--- src/rtl/regfile_pkg.sv ---
// Shared constants and helpers for the multi-port register file.
package regfile_pkg;

  localparam int DEF_DATA_W   = 32;
  localparam int DEF_NUM_REGS = 32;
  // Architectural zero register: never written, never pending.
  localparam int REG_ZERO     = 0;

  // Address width for a register count; at least one bit so a 2-entry file still indexes.
  function automatic int regs_addr_w(input int num_regs);
    return (num_regs <= 2) ? 1 : $clog2(num_regs);
  endfunction

endpackage

--- src/rtl/regfile_scoreboard.sv ---
// Pending-producer scoreboard: one bit per register, set on issue, cleared on writeback.
// Issue beats writeback in the same cycle (a new producer replaces the retiring one).
module regfile_scoreboard
  import regfile_pkg::*;
#(
  parameter int NUM_REGS = DEF_NUM_REGS,
  parameter int ADDR_W   = regs_addr_w(NUM_REGS),
  parameter int NUM_RD   = 2,
  parameter int NUM_WR   = 2,
  parameter int BYPASS   = 1
) (
  input  logic                     CLK,
  input  logic                     RST,
  input  logic                     issue_valid_i,
  input  logic [ADDR_W-1:0]        issue_address_i,
  input  logic [NUM_WR-1:0]        write_en_i,
  input  logic [NUM_WR*ADDR_W-1:0] write_address_i,
  input  logic [NUM_RD*ADDR_W-1:0] read_address_i,
  output logic [NUM_RD-1:0]        read_pending_o,
  output logic [NUM_REGS-1:0]      pending_vec_o
);

  logic [NUM_REGS-1:0] pend_q;
  logic [NUM_REGS-1:0] pend_d;
  logic [NUM_REGS-1:0] set_vec;
  logic [NUM_REGS-1:0] clr_vec;

  // Decode issue/writeback into per-register set and clear, then apply set-over-clear priority.
  always_comb begin
    set_vec = '0;
    clr_vec = '0;
    if (issue_valid_i) set_vec[issue_address_i] = 1'b1;
    for (int w = 0; w < NUM_WR; w++) begin
      if (write_en_i[w]) clr_vec[write_address_i[w*ADDR_W +: ADDR_W]] = 1'b1;
    end
    set_vec[REG_ZERO] = 1'b0;
    clr_vec[REG_ZERO] = 1'b0;
    pend_d = set_vec | (pend_q & ~clr_vec);
  end

  // Pending bits, cleared asynchronously on reset.
  always_ff @(posedge CLK or posedge RST) begin
    if (RST) pend_q <= '0;
    else     pend_q <= pend_d;
  end

  assign pending_vec_o = pend_q;

  // Per-port lookup; with bypass a retiring write (and no re-issue) already satisfies the reader.
  for (genvar gi = 0; gi < NUM_RD; gi++) begin : g_rp
    logic [ADDR_W-1:0] ra;
    assign ra = read_address_i[gi*ADDR_W +: ADDR_W];
    assign read_pending_o[gi] = pend_q[ra] &
                                ~((BYPASS != 0) && clr_vec[ra] && !set_vec[ra]);
  end

endmodule

--- src/rtl/regfile_mp.sv ---
// Parametrised multi-port register file with optional write-to-read bypass and
// a pending-producer scoreboard. Optional stored parity: define REGFILE_PARITY_EN.
module regfile_mp
  import regfile_pkg::*;
#(
  parameter int DATA_W   = DEF_DATA_W,
  parameter int NUM_REGS = DEF_NUM_REGS,
  parameter int ADDR_W   = regs_addr_w(NUM_REGS),
  parameter int NUM_RD   = 2,
  parameter int NUM_WR   = 2,
  parameter int BYPASS   = 1
) (
  input  logic                     CLK,
  input  logic                     RST,
  input  logic [NUM_RD*ADDR_W-1:0] Read_address,
  output logic [NUM_RD*DATA_W-1:0] Read_data,
  output logic [NUM_RD-1:0]        Read_pending,
  input  logic [NUM_WR-1:0]        Write_en,
  input  logic [NUM_WR*ADDR_W-1:0] Write_address,
  input  logic [NUM_WR*DATA_W-1:0] Write_data,
  input  logic                     Issue_valid,
  input  logic [ADDR_W-1:0]        Issue_address,
`ifdef REGFILE_PARITY_EN
  output logic [NUM_RD-1:0]        Read_perr,
`endif
  output logic [NUM_REGS-1:0]      Pending_vec
);

  logic [NUM_REGS-1:0][DATA_W-1:0] regs_q;
  logic [NUM_REGS-1:0][DATA_W-1:0] regs_d;
`ifdef REGFILE_PARITY_EN
  logic [NUM_REGS-1:0] par_q;
  logic [NUM_REGS-1:0] par_d;
`endif

  // Apply enabled writes in port order so the highest port wins a same-address conflict.
  always_comb begin
    regs_d = regs_q;
`ifdef REGFILE_PARITY_EN
    par_d  = par_q;
`endif
    for (int w = 0; w < NUM_WR; w++) begin
      if (Write_en[w] && (Write_address[w*ADDR_W +: ADDR_W] != ADDR_W'(REG_ZERO))) begin
        regs_d[Write_address[w*ADDR_W +: ADDR_W]] = Write_data[w*DATA_W +: DATA_W];
`ifdef REGFILE_PARITY_EN
        par_d[Write_address[w*ADDR_W +: ADDR_W]]  = ^Write_data[w*DATA_W +: DATA_W];
`endif
      end
    end
    regs_d[REG_ZERO] = '0;
`ifdef REGFILE_PARITY_EN
    par_d[REG_ZERO]  = 1'b0;
`endif
  end

  // Register storage, cleared asynchronously on reset.
  always_ff @(posedge CLK or posedge RST) begin
    if (RST) begin
      regs_q <= '0;
`ifdef REGFILE_PARITY_EN
      par_q  <= '0;
`endif
    end else begin
      regs_q <= regs_d;
`ifdef REGFILE_PARITY_EN
      par_q  <= par_d;
`endif
    end
  end

  for (genvar gi = 0; gi < NUM_RD; gi++) begin : g_rd
    logic [ADDR_W-1:0] ra;
    logic [DATA_W-1:0] rd_val;
    logic              byp_hit;
    assign ra = Read_address[gi*ADDR_W +: ADDR_W];

    // Stored value, overridden by same-cycle write data when bypassing; r0 always reads 0.
    always_comb begin
      rd_val  = regs_q[ra];
      byp_hit = 1'b0;
      if (BYPASS != 0) begin
        for (int w = 0; w < NUM_WR; w++) begin
          if (Write_en[w] && (Write_address[w*ADDR_W +: ADDR_W] == ra)) begin
            rd_val  = Write_data[w*DATA_W +: DATA_W];
            byp_hit = 1'b1;
          end
        end
      end
      if (ra == ADDR_W'(REG_ZERO)) begin
        rd_val  = '0;
        byp_hit = 1'b1;
      end
    end

    assign Read_data[gi*DATA_W +: DATA_W] = rd_val;

`ifdef REGFILE_PARITY_EN
    // Only a stored value can be corrupt; forwarded data and r0 report clean.
    assign Read_perr[gi] = ~byp_hit & (par_q[ra] ^ (^regs_q[ra]));
`else
    logic unused_byp;
    assign unused_byp = byp_hit;
`endif
  end

  regfile_scoreboard #(
    .NUM_REGS (NUM_REGS),
    .ADDR_W   (ADDR_W),
    .NUM_RD   (NUM_RD),
    .NUM_WR   (NUM_WR),
    .BYPASS   (BYPASS)
  ) u_scoreboard (
    .CLK             (CLK),
    .RST             (RST),
    .issue_valid_i   (Issue_valid),
    .issue_address_i (Issue_address),
    .write_en_i      (Write_en),
    .write_address_i (Write_address),
    .read_address_i  (Read_address),
    .read_pending_o  (Read_pending),
    .pending_vec_o   (Pending_vec)
  );

endmodule
--- config.mk ---
export PLATFORM = sky130hd
export DESIGN_NAME = regfile_mp
export DESIGN_NICKNAME = d
export VERILOG_FILES = /design/src/rtl/regfile_pkg.sv /design/src/rtl/regfile_scoreboard.sv /design/src/rtl/regfile_mp.sv
export SDC_FILE = /design/constraint.sdc
export NUM_CORES = 2
export LEC_CHECK = 0
export CAP_MARGIN = 5
export CORE_MARGIN = 5
export CORE_UTILIZATION = 58
export CTS_CLUSTER_DIAMETER = 50
export DETAILED_ROUTE_END_ITERATION = 12
export GPL_TIMING_DRIVEN = 1
export PLACE_DENSITY_LB_ADDON = 0.08
export SLEW_MARGIN = 20
export SYNTH_ARGS = -nofsm -noshare
export SYNTH_HDL_FRONTEND = slang
export SYNTH_HIERARCHICAL = 1
export SYNTH_SLANG_ARGS = --single-unit
--- constraint.sdc ---
create_clock -name CLK -period 64.2 [get_ports CLK]
set_input_delay 16.05 -clock CLK [delete_from_list [all_inputs] [get_ports CLK]]
set_output_delay 16.05 -clock CLK [all_outputs]
set_load 0.1 [all_outputs]
==> flow_summary.toml <==
[global_route]
grt_usage_pct = 45.6
grt_antenna_before_repair = 24
overflow = 0
grt_pass1_vias = 57978
grt_first_pass_wirelength_um = 411000
grt_start_max_net_pins = 156

[worst_setup_path]
arrival_ns = 22.37
cp.required_ns = 48.15
critPathCaptureType = "output pin"
critical_path_class = "in2out"
r2r_cells = 2
r2r-start = "regs_q[69]$_DFF_PP0_"
start_kind = "input port"
cp_max_fo = 140
rr_endpoint = "regs_q[69]$_DFF_PP0_"
rrSetupSlack_ns = 63.29

[power]
peakVddDrop_uv = 31.1
p_leak_nw = 32.8
power.density_mw_per_mm2 = 33.1

[timing]
max_slew.worst_pin.slew_ns = 1.28
slew_viol_final = 0
relSlewSlack_pct = 14.7
fin_crit_sh_pct = 59.8
finalHoldViolations = 0
post-route-min-period_ns = 38.42
finClkSkew_ns = 0
fmax_ghz = 0.0260
rsz0062_at_grt = "no"
fin_tns_setup_ns = 0
setup_viol = 0

[worst_hold_path]
whs_endpoint = "u_scoreboard/pending_vec_o[13]$_DFF_PP0_"
hp-class = "reg2reg"
hold_depth = 1
hold_start = "u_scoreboard/pending_vec_o[13]$_DFF_PP0_"

[clock_network]
path_clk_slew_ns = 0.05
clock_path_buffers = 3
h-tree-depth = 4
cts_tree = "built"
root_buffer = "clkbuf_16"
numCtsBuffers = 139
clkSinkCount = 1023
cts_hold_buffers = 0
post_cts.repair.setup_buffers = 0
clock_latency_ns = 0.77
cts-resized-gates = 0

[routing]
ant_nets = 0
drt_wl_total_um = 286000
num_vias = 61457
routedWlPerCell_um = 34.7
dr.pass1.iters = 9
vias_per_cell = 7.46
drc_errors = 0
drt-initial-drc-count = 10246

[cells_and_area]
layout_common_cells = "mux2i_1 (1261), dfrtp_1 (1023), o21ai_0 (827), nand2_1 (817), nor2_1 (280)"
syn_to_final_growth_pct = 10.4
design_area_mm2 = 0.0742
final_cells = 8242
drive_above_1_share_pct = 13.8
final_common_cell = "mux2i_1"
fillers = 9377
nets = 6680

[logic_synthesis]
yosysWarnings = 6
synth_nets = 7036
ys_async_sr_fraction_pct = 100
yosysSeqAreaShare_pct = 38.1
syn_area_mm2 = 0.0672
synthCells = 6942
ys_seq_elements = 1023
syn_avg_cell_area_um2 = 9.69
netlist.area_leader.share_pct = 38.1
synthFlopType = "dfrtp_1"
synth_top_cells_by_area = "dfrtp_1 (38%), mux2i_1 (19%), mux4_2 (7.8%)"
yosys.area.top_type = "dfrtp_1"
synth_edf_count = 0
synth_cell_types = 86

[placed_design]
dpl_cell_area_mm2 = 0.0692
place_inst = 7965
post-dp-hpwl_um = 158000
place_congestion = 0.950
io_buffers = 190

[floorplanning]
die_x_um = 350
core_area_mm2 = 0.116
start_util_pct = 58.1
die_y_um = 350
core.rowCount = 125
die-area_mm2 = 0.123
io_pins = 192

[status]
status = "finished clean"

[job]
max_cap_viol_count = 0
==> layout make-up <==
type	instances	area [um^2]	area share, %
Antenna cell	20	50.0	0.0674
Clock buffer	186	4040	5.44
Clock inverter	67	833	1.12
Inverter	21	86.3	0.116
Multi-Input combinational cell	5019	38300	51.6
Sequential cell	1023	25600	34.5
Tap cell	1524	1910	2.57
Timing Repair Buffer	382	3390	4.57
==> registers in the layout (all words and copies together) (netlist names) <==
| name | count |
|---|---|
| u_scoreboard/pending_vec_o | 31 |
| regs_q | 992 |
==> synthesized netlist by cell type (9+ instances only) <==
| cell | count |
|---|---|
| nand3b_1 | 23 |
| a22o_1 | 10 |
| or4_1 | 33 |
| mux2_2 | 133 |
| buf_1 | 122 |
| nor2_1 | 318 |
| clkbuf_1 | 588 |
| o21ai_1 | 24 |
| a211oi_1 | 46 |
| buf_4 | 21 |
| nor3_1 | 55 |
| a22oi_1 | 70 |
| mux4_2 | 232 |
| a21o_1 | 11 |
| nand4_1 | 39 |
| a32oi_1 | 229 |
| buf_6 | 18 |
| nand3_1 | 19 |
| buf_2 | 119 |
| a221oi_1 | 71 |
| nand2_1 | 836 |
| xnor2_1 | 19 |
| inv_1 | 21 |
| nor2b_1 | 50 |
| nand2b_1 | 15 |
| o22ai_1 | 196 |
| a21oi_1 | 261 |
| or3_1 | 71 |
| o21ai_0 | 827 |
| dfrtp_1 | 1023 |
| and3b_1 | 9 |
| mux2i_1 | 1261 |
| a221o_1 | 17 |
| o221ai_1 | 10 |
==> through the flow <==
step           power [mW]  hold WS (ns)  setup slack (ns)  utilization (%)
4_1_cts              2.43         0.534             26.01             64.0
2_1_floorplan        1.42         0.532             20.24                -
3_5_place_dp         1.61         0.521             26.05             59.8
3_3_place_gp         1.59         0.513             26.07             59.8
6_report             2.46         0.533             25.78             64.1
5_1_grt              2.54         0.548             25.55             64.1
==> report_power, final <==
group	internal [mW]	switching [mW]
Sequential	0.812	0.142
Combinational	0.282	0.395
Clock	0.507	0.321
==> cell families after synthesis <==
logic type / count (synthesis) / share of synthesized area (%)
compound gates: 1834 / 16.7
mux: 1634 / 29.1
simple gates: 1526 / 10.0
flops: 1023 / 38.1
buf+inv: 900 / 5.73
xor+xnor: 24 / 0.313
other cells: 1 / 0.00558
==> how the worst max path moves through the flow <==
stage	from	endpoint
after floorplan	RST	regs_q[1000]$_DFF_PP0_
after global routing	Read_address[5]	Read_data[37]
final	Read_address[5]	Read_data[37]
after detailed placement	Read_address[5]	Read_data[37]
after global placement	Read_address[5]	Read_data[37]
after CTS	Read_address[5]	Read_data[37]
==> routing by layer <==
metal / GRT usage, % / up-vias / routed length (um)
met5: 0 / - / 184
met4: 28.9 / 16 / 21900
met3: 18.1 / 1294 / 43300
met2: 63.3 / 5345 / 117000
met1: 59.5 / 29806 / 104000
li1: - / 24996 / -
==> critical path, cell delays in order <==
cell             delay (ns)
buf_8                  0.30
buf_4                  0.62
buf_4                  0.68
buf_4                  0.74
buf_12                 0.66
mux2i_1                0.19
o22ai_1                0.20
or3_1                  0.13
nand4_1                0.17
o21ai_0                0.89
clkdlybuf4s50_1        1.30
Note: power is estimated with default switching activity, not from simulation.
